--- src/rtl/pe_ctrl_pkg.sv ---
// Shared constants and state encoding for the PE sequencer.
// Also imported by the layer-level FSM and the bench.
package pe_ctrl_pkg;

  localparam int TAPS       = 16;
  localparam int LOAD_BEATS = 4;
  localparam int GROUP      = 4;
  localparam int NOUT_W     = 8;
  localparam int SEL_W      = $clog2(TAPS);
  localparam int BEAT_W     = $clog2(LOAD_BEATS);

  typedef enum logic [2:0] {
    S_IDLE,
    S_LOAD,
    S_CLEAR,
    S_RUN,
    S_STORE,
    S_FLUSH,
    S_FIN
  } state_t;

endpackage

--- src/rtl/pe_ctrl_counter.sv ---
// Clearable up-counter with a terminal flag against a runtime limit.
// Used for kernel beats, MAC taps and produced outputs.
module pe_ctrl_counter #(
  parameter int W = 4
) (
  input  logic         clk,
  input  logic         rst,
  input  logic         clr,
  input  logic         inc,
  input  logic [W-1:0] last,
  output logic [W-1:0] q,
  output logic         term
);

  always_ff @(posedge clk or posedge rst) begin
    if (rst)      q <= '0;
    else if (clr) q <= '0;
    else if (inc) q <= q + W'(1);
  end

  assign term = (q == last);

endmodule

--- src/rtl/pe_controller.sv ---
// Sequencer for one PE: kernel load, 16-tap MAC passes,
// shift-register grouping and hand-off to the OFM writer.
module pe_controller
  import pe_ctrl_pkg::*;
(
  input  logic              clk,
  input  logic              rst,
  input  logic              start,
  input  logic              load_filter,
  input  logic [NOUT_W-1:0] num_outputs,
  input  logic              flt_valid,
  output logic              flt_ready,
  input  logic              ifm_valid,
  output logic              ifm_ready,
  output logic [TAPS-1:0]   en1,
  output logic [SEL_W-1:0]  sel,
  output logic              en2,
  output logic              rst2,
  output logic              en3,
  output logic              en4,
  output logic              rst4,
  input  logic              cout4,
  output logic              out_valid,
  input  logic              out_ready,
  output logic              busy,
  output logic              done
);

  localparam logic [BEAT_W-1:0] BEAT_LAST = BEAT_W'(LOAD_BEATS - 1);
  localparam logic [SEL_W-1:0]  TAP_LAST  = SEL_W'(TAPS - 1);

  state_t state, state_n;

  logic [NOUT_W-1:0] nout_q;
  logic [NOUT_W-1:0] out_cnt;
  logic [BEAT_W-1:0] beat;
  logic beat_last, tap_last, out_last;
  logic accept;

  assign accept = (state == S_IDLE) && start;

  pe_ctrl_counter #(.W(BEAT_W)) u_beat (
    .clk  (clk),
    .rst  (rst),
    .clr  (accept),
    .inc  ((state == S_LOAD) && flt_valid),
    .last (BEAT_LAST),
    .q    (beat),
    .term (beat_last)
  );

  pe_ctrl_counter #(.W(SEL_W)) u_tap (
    .clk  (clk),
    .rst  (rst),
    .clr  (state == S_CLEAR),
    .inc  (en2),
    .last (TAP_LAST),
    .q    (sel),
    .term (tap_last)
  );

  pe_ctrl_counter #(.W(NOUT_W)) u_out (
    .clk  (clk),
    .rst  (rst),
    .clr  (accept),
    .inc  (state == S_STORE),
    .last (nout_q),
    .q    (out_cnt),
    .term (out_last)
  );

  always_ff @(posedge clk or posedge rst) begin
    if (rst)         nout_q <= '0;
    else if (accept) nout_q <= num_outputs;
  end

  always_ff @(posedge clk or posedge rst) begin
    if (rst) state <= S_IDLE;
    else     state <= state_n;
  end

  always_comb begin
    state_n = state;
    unique case (state)
      S_IDLE: begin
        if (start) begin
          if (load_filter)           state_n = S_LOAD;
          else if (num_outputs == '0) state_n = S_FIN;
          else                       state_n = S_CLEAR;
        end
      end
      S_LOAD: begin
        if (flt_valid && beat_last)
          state_n = (nout_q == '0) ? S_FIN : S_CLEAR;
      end
      S_CLEAR: state_n = S_RUN;
      S_RUN: begin
        if (ifm_valid && tap_last) state_n = S_STORE;
      end
      S_STORE: state_n = cout4 ? S_FLUSH : S_CLEAR;
      S_FLUSH: begin
        if (out_ready) state_n = out_last ? S_FIN : S_CLEAR;
      end
      S_FIN:   state_n = S_IDLE;
      default: state_n = S_IDLE;
    endcase
  end

  // Valid-qualified strobes stay combinational so a beat is never lost
  assign ifm_ready = (state == S_RUN);
  assign en2       = ifm_ready && ifm_valid;

  always_comb begin
    en1 = '0;
    if ((state == S_LOAD) && flt_valid)
      en1 = {{(TAPS-4){1'b0}}, 4'hF} << {beat, 2'b00};
  end

  always_ff @(posedge clk or posedge rst) begin
    if (rst) begin
      flt_ready <= 1'b0;
      rst2      <= 1'b0;
      en3       <= 1'b0;
      en4       <= 1'b0;
      rst4      <= 1'b0;
      out_valid <= 1'b0;
      busy      <= 1'b0;
      done      <= 1'b0;
    end else begin
      flt_ready <= (state_n == S_LOAD);
      rst2      <= (state_n == S_CLEAR);
      en3       <= (state_n == S_STORE);
      en4       <= (state_n == S_STORE);
      rst4      <= accept;
      out_valid <= (state_n == S_FLUSH);
      busy      <= (state_n != S_IDLE);
      done      <= (state == S_FIN);
    end
  end

endmodule
--- config.mk ---
export PLATFORM = sky130hd
export DESIGN_NAME = pe_controller
export DESIGN_NICKNAME = d
export VERILOG_FILES = /design/src/rtl/pe_ctrl_pkg.sv /design/src/rtl/pe_ctrl_counter.sv /design/src/rtl/pe_controller.sv
export SDC_FILE = /design/constraint.sdc
export NUM_CORES = 1
export LEC_CHECK = 0
export CAP_MARGIN = 20
export CORE_MARGIN = 5
export CORE_UTILIZATION = 52
export DETAILED_ROUTE_END_ITERATION = 8
export PLACE_DENSITY = 0.94
export RECOVER_POWER = 25
export SLEW_MARGIN = 5
export SYNTH_ARGS = -nofsm -noshare
export SYNTH_HDL_FRONTEND = slang
export SYNTH_SLANG_ARGS = --single-unit
--- constraint.sdc ---
create_clock -name clk -period 2.55 [get_ports clk]
set_input_delay 0.255 -clock clk [delete_from_list [all_inputs] [get_ports clk]]
set_output_delay 0.255 -clock clk [all_outputs]
set_load 0.05 [all_outputs]
==> results.md, run 1 <==
- The total count of max-transition violations in the final report came to 33.
- The final hold violation count is 0.
- The pin count of the biggest net entering global routing is 33.
- The number of DRC markers in iteration 0 is 104.
- The vertical extent of the die is 68.5 um.
- The worst slew slack as a fraction of its limit is -10.3%.
- In the routed layout, each cell is associated on average with a via count of around 5.2.
- In the post-synthesis netlist, the cell with the most instances is sky130_fd_sc_hd__nand2_1.
- The boundary pin count is 46.
- The final cell count without fillers is roughly 280.
- The total negative slack is 0 ps.
- The die covers 0.00469 mm^2.
- The portion of the post-synthesis area used by sequential elements is 45.1%.
- The CTS sink count is 32.
- The clock-pin transition on the worst setup and hold timing paths is roughly 110 ps.
- The required time of the critical path is between 2000 and 2500 ps.
- Setup repair after global routing left no endpoint under its margin.
- STA classifies the critical path endpoint as a primary output.
- Port buffering added 45 buffers.
- Row generation in the floorplan step produced 21 rows.
- The overall global routing resource usage is 17.2%.
- In the final layout, the share of cells above drive strength 1 is between 10% and 20%.
- Sorting the synthesized cells by how often they occur yields sky130_fd_sc_hd__nand2_1 (39), sky130_fd_sc_hd__dfrtp_1 (32), sky130_fd_sc_hd__buf_4 (14), sky130_fd_sc_hd__nor2_1 (10).
- Summed over all layers, the global routing overflow is 0.
- The count of cells along the worst hold path is 3.
- The synthesized cell area is about 0.0018 mm^2.
- The top fanout value on the critical path is 11.
- For this design the ratio of total power to cell area is a little over 1000 mW/mm^2.
- For the worst flop-to-flop path, the logic depth is 4.
- The core area is 0.00331 mm^2.
- The total internal power is 1.24 mW.
- The run finished, with violations left.
- The number of nets in the finished design is 250.
- The worst setup path is launched from a flip-flop.
- Setup violations remaining at the end of the flow were counted as 0.
- In this run, placement finished with an instance count of 267.
- The checks that failed: max-capacitance violations, max-slew violations.
- The post-synth net total is 215.
- The share of the clock period used by the worst path is 92.1%.
- The clock network burns 16.9% of the power.
- The share of power burned in registers is a little under two fifths.
- The minimum clock period after layout is 2350 ps.
- In this run the remaining antenna-violating nets after routing total 0.
- For this design the total switching power over the nets is 1.00 mW.
- Summed over its instances, the top area cell type makes up 45.1% of the synthesized netlist area.
- The analysis attributes to cell leakage a power of 1.07 nW.
- In this run, synthesis inferred 0 flip-flops with an integrated enable.
- The global-route wire length before repair is 6.03 mm.
- Static timing analysis puts the maximum clock frequency at 426 MHz.
- The clock root buffer master is sky130_fd_sc_hd__clkbuf_4.
- The share of total power consumed by net switching is 44.6%.
- The number of antenna diodes in the final layout is 0.
- Counting flops with an async set or reset pin after synthesis yields a share of 100%.
- The total wire length after detailed routing is around 3.6 mm.
- After technology mapping, the gate count stands at 193.
- The initial antenna violation count came to 0.
- The worst path arrival time is 2090 ps.
- After legalization and detailed placement, the total HPWL measured 2.81 mm.
- The number of maximum-capacitance constraint violations is 1.
- The total setup buffers inserted after CTS is 0.
- The final weighted congestion of routability-driven global placement is ~0.8.
- Synthesis inferred 32 register bits.
- The mean post-synth cell area is 9.21 um^2.
- The worst-case IR drop observed on VDD is 0.441 mV.
- The number of global-route vias before repair is 1351.
- The area growth from synthesis to layout is 23.9%.
- After clock tree synthesis, the repair step resized 0 gates.
- The routed via count is between 1k and 1.5k.
- The count of yosys warnings during synthesis is 0.
- The synthesized design spends more area on one cell type than any other, namely sky130_fd_sc_hd__dfrtp_1.
- The H-tree generated during clock tree synthesis spans 2 levels.
- No sink is reached through more buffers than the 2 on the longest clock path.
- The classification of the worst-slack hold path is input pin to flip-flop.
- From left edge to right edge, the die measures 68.5 um.
- For this configuration, the core starts out at a cell density of a little over half.
- At the later pin of the worst-skew pair, clock insertion delay measures 340 ps.
- The setup path with the least slack is of type flip-flop to primary output.
- Per report_power, the combinational group accounts for 45.3% of the total.
- The TritonCTS clock tree is yes.
- The measured slew at the worst slew-check pin is 1660 ps.
- The pre-antenna-repair detailed-routing pass consisted of 5 iterations.
- Yosys attributes the largest share of cell area to sky130_fd_sc_hd__dfrtp_1 (45%), sky130_fd_sc_hd__nand2_1 (8.2%), sky130_fd_sc_hd__buf_4 (5.9%), sky130_fd_sc_hd__xor2_1 (4.4%), sky130_fd_sc_hd__ha_1 (4.2%).
- The number of buffers created by CTS is 5.
- The number of unique standard cell types used by synthesis is 39.
- The detailed-route DRC error count is 0.
- The average wire per cell in the routed design is 13.0 um.
- The total of hold buffers inserted after clock tree synthesis is 0.
- The setup skew after layout is 16.8 ps.
- The leading register cell type out of synthesis is sky130_fd_sc_hd__dfrtp_1.
==> cells by family after synthesis <==
family          share of synthesized area [%]
fa+ha+maj                                4.23
buf+inv                                  9.08
flops                                    45.1
compound gates                           7.18
mux                                      1.13
xor+xnor                                 5.42
simple gates                             27.9
==> worst max-delay path: stages, from the launching register on <==
cell and delay, ps:
sky130_fd_sc_hd__dfrtp_1 480, sky130_fd_sc_hd__nand2b_1 320, sky130_fd_sc_hd__nor2_1 140, sky130_fd_sc_hd__clkdlybuf4s50_1 810
==> power by group through the flow <==
stage / sequential, mW / combinational [mW] / clock, mW
global route: 0.876 / 1.12 / 0.408
finish: 0.846 / 1.02 / 0.379
CTS: 0.845 / 1.03 / 0.389
floorplan: 0.954 / 0.651 / 0
detailed placement: 0.856 / 1.02 / 0
global placement: 0.844 / 0.994 / 0
==> layer usage <==
layer,part of all wire [%],routed length (um),up-vias,global-route usage [%]
met4,0.87,31,0,3.72
met3,5.3,190,4,5.09
met2,50,1780,36,29.9
met5,0,0,-,0
li1,-,-,714,-
met1,44,1570,679,20.7
==> per-stage QoR <==
step           power [mW]  hold slack (ps)  utilization [%]  setup slack (ps)  cell area, um^2
2_1_floorplan        1.60              360                -               212             1780
3_3_place_gp         1.84              502             64.2               624             2130
3_5_place_dp         1.88              508             64.2               574             2130
4_1_cts              2.26              288             66.6               183             2210
5_1_grt              2.40              470             66.5              84.4             2200
6_report             2.24              467             66.5               200             2200
==> final cells by class <==
type	count	area [um^2]
repair buffers	48	427
flip-flops and latches	32	801
multi-input cells	135	815
clock buffers	5	37.5
well taps	46	57.6
clock inverters	3	42.5
fillers	286	1110
inverters	6	22.5
==> path summary, 6_finish.rpt <==
path / endpoint / from / slack (ps)
max: ifm_ready / state[2] / 200
min: nout_q[6] / num_outputs[6] / 470
max reg2reg: rst2 / state[1] / 650
min reg2reg: nout_q[1] / nout_q[1] / 530
max in group asynchronous: nout_q[1] / rst / 660
min in group asynchronous: u_out.q[1] / rst / 930
==> registers in the layout, indices dropped and copies added, names as in the netlist <==
register   flops
busy           1
done           1
flt_ready      1
state          3
nout_q         8
rst4           1
u_beat.q       2
en4            1
out_valid      1
rst2           1
u_out.q        8
u_tap.q        4
==> layout by cell type, fill, tap and decap left out, types with 2 or more instances in the layout <==
cell                              count
sky130_fd_sc_hd__nand2_1             39
sky130_fd_sc_hd__dfrtp_1             32
sky130_fd_sc_hd__clkdlybuf4s50_1     27
sky130_fd_sc_hd__buf_4               19
sky130_fd_sc_hd__nor2_1              10
sky130_fd_sc_hd__o21ai_0              9
sky130_fd_sc_hd__xor2_1               9
sky130_fd_sc_hd__and3_1               7
sky130_fd_sc_hd__a21oi_1              7
sky130_fd_sc_hd__inv_1                6
sky130_fd_sc_hd__nand3_1              6
sky130_fd_sc_hd__ha_1                 6
sky130_fd_sc_hd__nor3_1               5
sky130_fd_sc_hd__clkbuf_4             5
sky130_fd_sc_hd__nor4_1               4
sky130_fd_sc_hd__or4_1                4
sky130_fd_sc_hd__nor2b_1              3
sky130_fd_sc_hd__nor3b_1              2
sky130_fd_sc_hd__xnor2_1              2
sky130_fd_sc_hd__a22o_1               2
sky130_fd_sc_hd__mux2i_1              2
sky130_fd_sc_hd__nor4b_1              2
Power figures use the tool's default switching activity.
==> inputs of run 2 (changes only) <==
Settings changed: CORE_UTILIZATION 52 to 48, PLACE_DENSITY 0.94 to 0.89.
Clock period 2.55 ns to 2.7 ns, I/O delays scaled along.
==> results.md, run 2 (synthesis gave the netlist of run 1 again) <==
- The clock-pin transition on the worst setup and hold timing paths is 70 ps (-40 ps).
- The flow ran to the end, but the final reports show violations.
- The fill cell instance count of the final layout is 316 (+10%).
- The share of the clock period used by the worst path is 96.6%.
- The HPWL reported at the end of detailed placement is 2.86 mm (+1.6%).
- The initial antenna violation count is 0 (unchanged).
- The final core area utilization came to 62.6% (-3.9 points).
- The number of global-route vias before repair came to 1399 (+3.6%).
- The highest attainable clock frequency is 384 MHz.
- The met2 routing resource usage after global routing came to 25.5% (-4.4 points).
- The CTS sink count came to 32 (unchanged).
- Grouping stages by cell kind, the critical path spends the most delay in buffers and inverters.
- The area overhead of the layout relative to synthesis is 28.0%.
- The type of origin of the critical path is a flip-flop.
- The proportion of layout cells with a drive suffix above 1 was 6.99% (-7.0 points).
- The depth of the critical timing path with buffers and inverters included came to 3 (unchanged).
- The count of cells along the worst hold path came to 3 (unchanged).
- The average wire per cell in the routed design is 14.1 um (+8.5%).
- The first-pass iteration count of the detailed router is 4 (-1).
- The worst slew slack as a fraction of its limit is -11.1% (-0.73 points).
- The number of nets in the finished design was 250 (unchanged).
- The number of buffers created by CTS is 5 (unchanged).
- The number of DRC markers in iteration 0 came to 122 (+17%).
- The final hold violation count is 0 (unchanged).
- The quantity of I/O buffers inserted on ports is 45 (unchanged).
- The number of vias per cell is 5.30 (+1.8%).
- The overall overflow remaining after global route is 0 (unchanged).
- The largest registers in the layout are nout_q (8), u_out.q (8), u_tap.q (4).
- The switching component of the power is 0.983 mW (-1.7%).
- The total internal power is 1.20 mW (-2.9%).
- The total wire length after detailed routing is 3.91 mm (+9.2%).
- The met3 track utilization from global routing is 5.40% (+0.31 points).
- The depth of the CTS H-tree is 2 (unchanged).
- The critical path endpoint category is a primary output.
- The part of the power in the clock network came to 17.3% (+0.4 points).
- The initial standard-cell utilization of the core was 48.9% (-4.8 points).
- The pin count of the biggest net entering global routing is 33 (unchanged).
- The area of the die is 0.00502 mm^2 (+7.1%).
- The measured slew at the worst slew-check pin is 1670 ps (+11.0 ps).
- Setup repair after global routing left no endpoint under its margin.
- The tightest min-delay check is of the input pin to flip-flop type.
- The count of final setup violators is 0 (unchanged).
- The leakage power summed over all cells came to 1.12 nW (+4.9%).
- The final weighted congestion of routability-driven global placement is 0.800 (-1.1%).
- The number of placed instances, taps included is 269 (+0.75%).
- The setup skew after layout is 7.03 ps (-9.76 ps).
- The multi-input gate area in the final layout is 820 um^2 (+0.61%).
- The clock latency reported for the late side of the worst-skew pair is 290 ps (-50 ps).
- The number of antenna-violating nets in the routed design is 0 (unchanged).
- The register area is 801 um^2 (unchanged).
- The top fanout value on the critical path is 11 (unchanged).
- In the layout the commonest cells are sky130_fd_sc_hd__clkdlybuf4s50_1 (40), sky130_fd_sc_hd__nand2_1 (39), sky130_fd_sc_hd__dfrtp_1 (32).
- The count of instances resized after the clock tree is built is 1 (+1).
- The number of maximum-capacitance constraint violations is 1 (unchanged).
- The power per cell area was 962 mW/mm^2 (-5.5%).
- The most utilized layer in the global route result is met2.
- The total negative slack is 0 ps (unchanged).
- The number of diodes is 0 (unchanged).
- The global-route wire length before repair came to 6.28 mm (+4.1%).
- The vertical extent of the die came to 70.8 um (+3.5%).
- The met1 usage came to 20.0% (-0.71 points).
- The total of hold buffers inserted after clock tree synthesis is 0 (unchanged).
- The tree is rooted in a sky130_fd_sc_hd__clkbuf_8.
- The required time of the critical path is 2430 ps (+130 ps).
- The critical path class is flip-flop to primary output.
- The total count of max-transition violations in the final report is 33 (unchanged).
- TritonCTS built the clock tree.
- The placed cell area came to 0.00217 mm^2 (+2.1%).
- The share of total power consumed by net switching is 44.9% (+0.29 points).
- The most common cell after layout, fill and taps aside is sky130_fd_sc_hd__clkdlybuf4s50_1.
- The worst path arrival time was 2340 ps (+250 ps).
- The worst ir drop on vdd is 0.536 mV (+21%).
- The core area is 0.00363 mm^2 (+9.8%).
- The peak per-stage delay on the critical path is 860 ps (+50 ps).
- The standard cell with the maximum stage delay on the critical path is sky130_fd_sc_hd__clkdlybuf4s50_1.
- The boundary pin count was 46 (unchanged).
- The buffers plus inverters on the worst setup path is 1 (unchanged).
- The count of cells along the worst register-to-register path was 6 (+2).
- The total setup buffers inserted after CTS is 0 (unchanged).
- The routed via count came to 1469 (+2.5%).
- The minimum clock period after layout is 2610 ps.
- The area of all placed cells without fillers came to 0.00227 mm^2 (+3.3%).
- The detailed-route DRC error count is 0 (unchanged).
- The checks that failed: max-capacitance violations, max-slew violations.
- The floorplan row count is 22 (+4.8%).
- The final cell count without fillers was 277 (+0.73%).
- The largest buffer count on any clock path is 2 (unchanged).
- Traced cell by cell, the critical path runs through nor3b_2 > and3_1 > clkdlybuf4s50_1.
- The share of power burned in combinational logic is 46.1% (+0.8 points).
- The overall global routing resource usage was 15.9% (-1.2 points).
- The width of the die is 70.8 um (+3.5%).
- The share of power burned in registers is 36.6% (-1.2 points).
## run 2: through the flow
step                hold WS, ps  worst slack [ps]  power, mW
finish                      527              93.0       2.19
global placement            503               364       1.76
floorplan                   375               347       1.52
global route                537              12.2       2.32
CTS                         374              21.8       2.20
detailed placement          513               310       1.80
## run 2: power by group through the flow
stage,Clock [mW],Combinational [mW],Sequential (mW)
after global placement,0,0.968,0.791
after floorplan,0,0.615,0.901
after detailed placement,0,0.999,0.802
after global routing,0.410,1.09,0.823
final,0.379,1.01,0.801
after CTS,0.386,1.02,0.799
## run 2: routing by layer
metal,wire (um),up-vias,part of all wire (%)
met4,57,0,1.5
met2,1960,41,50
li1,-,713,-
met3,259,6,6.6
met1,1640,709,42
met5,0,-,0
## run 2: worst paths after layout
kind,startpoint,slack (ps),end
setup / recovery,state[0],90,en1[10]
hold / removal,num_outputs[6],530,nout_q[6]
setup reg to reg,state[1],550,rst2
hold reg to reg,u_out.q[7],530,u_out.q[7]
max in group asynchronous,rst,730,u_tap.q[3]
min in group asynchronous,rst,1000,u_tap.q[2]
## run 2: tightest hold or removal path: cells and delay by family
family | cells | cell delay, ps
and+or+nand+nor | 2 | 100
buffers and inverters | 1 | 410
## run 2: area by class of cell
type                    count  area share (%)
clock buffers               6            3.63
clock inverters             2           0.440
inverters                   6           0.990
multi-input cells         135            36.0
flip-flops and latches     32            35.2
well taps                  48            2.64
repair buffers             48            21.1
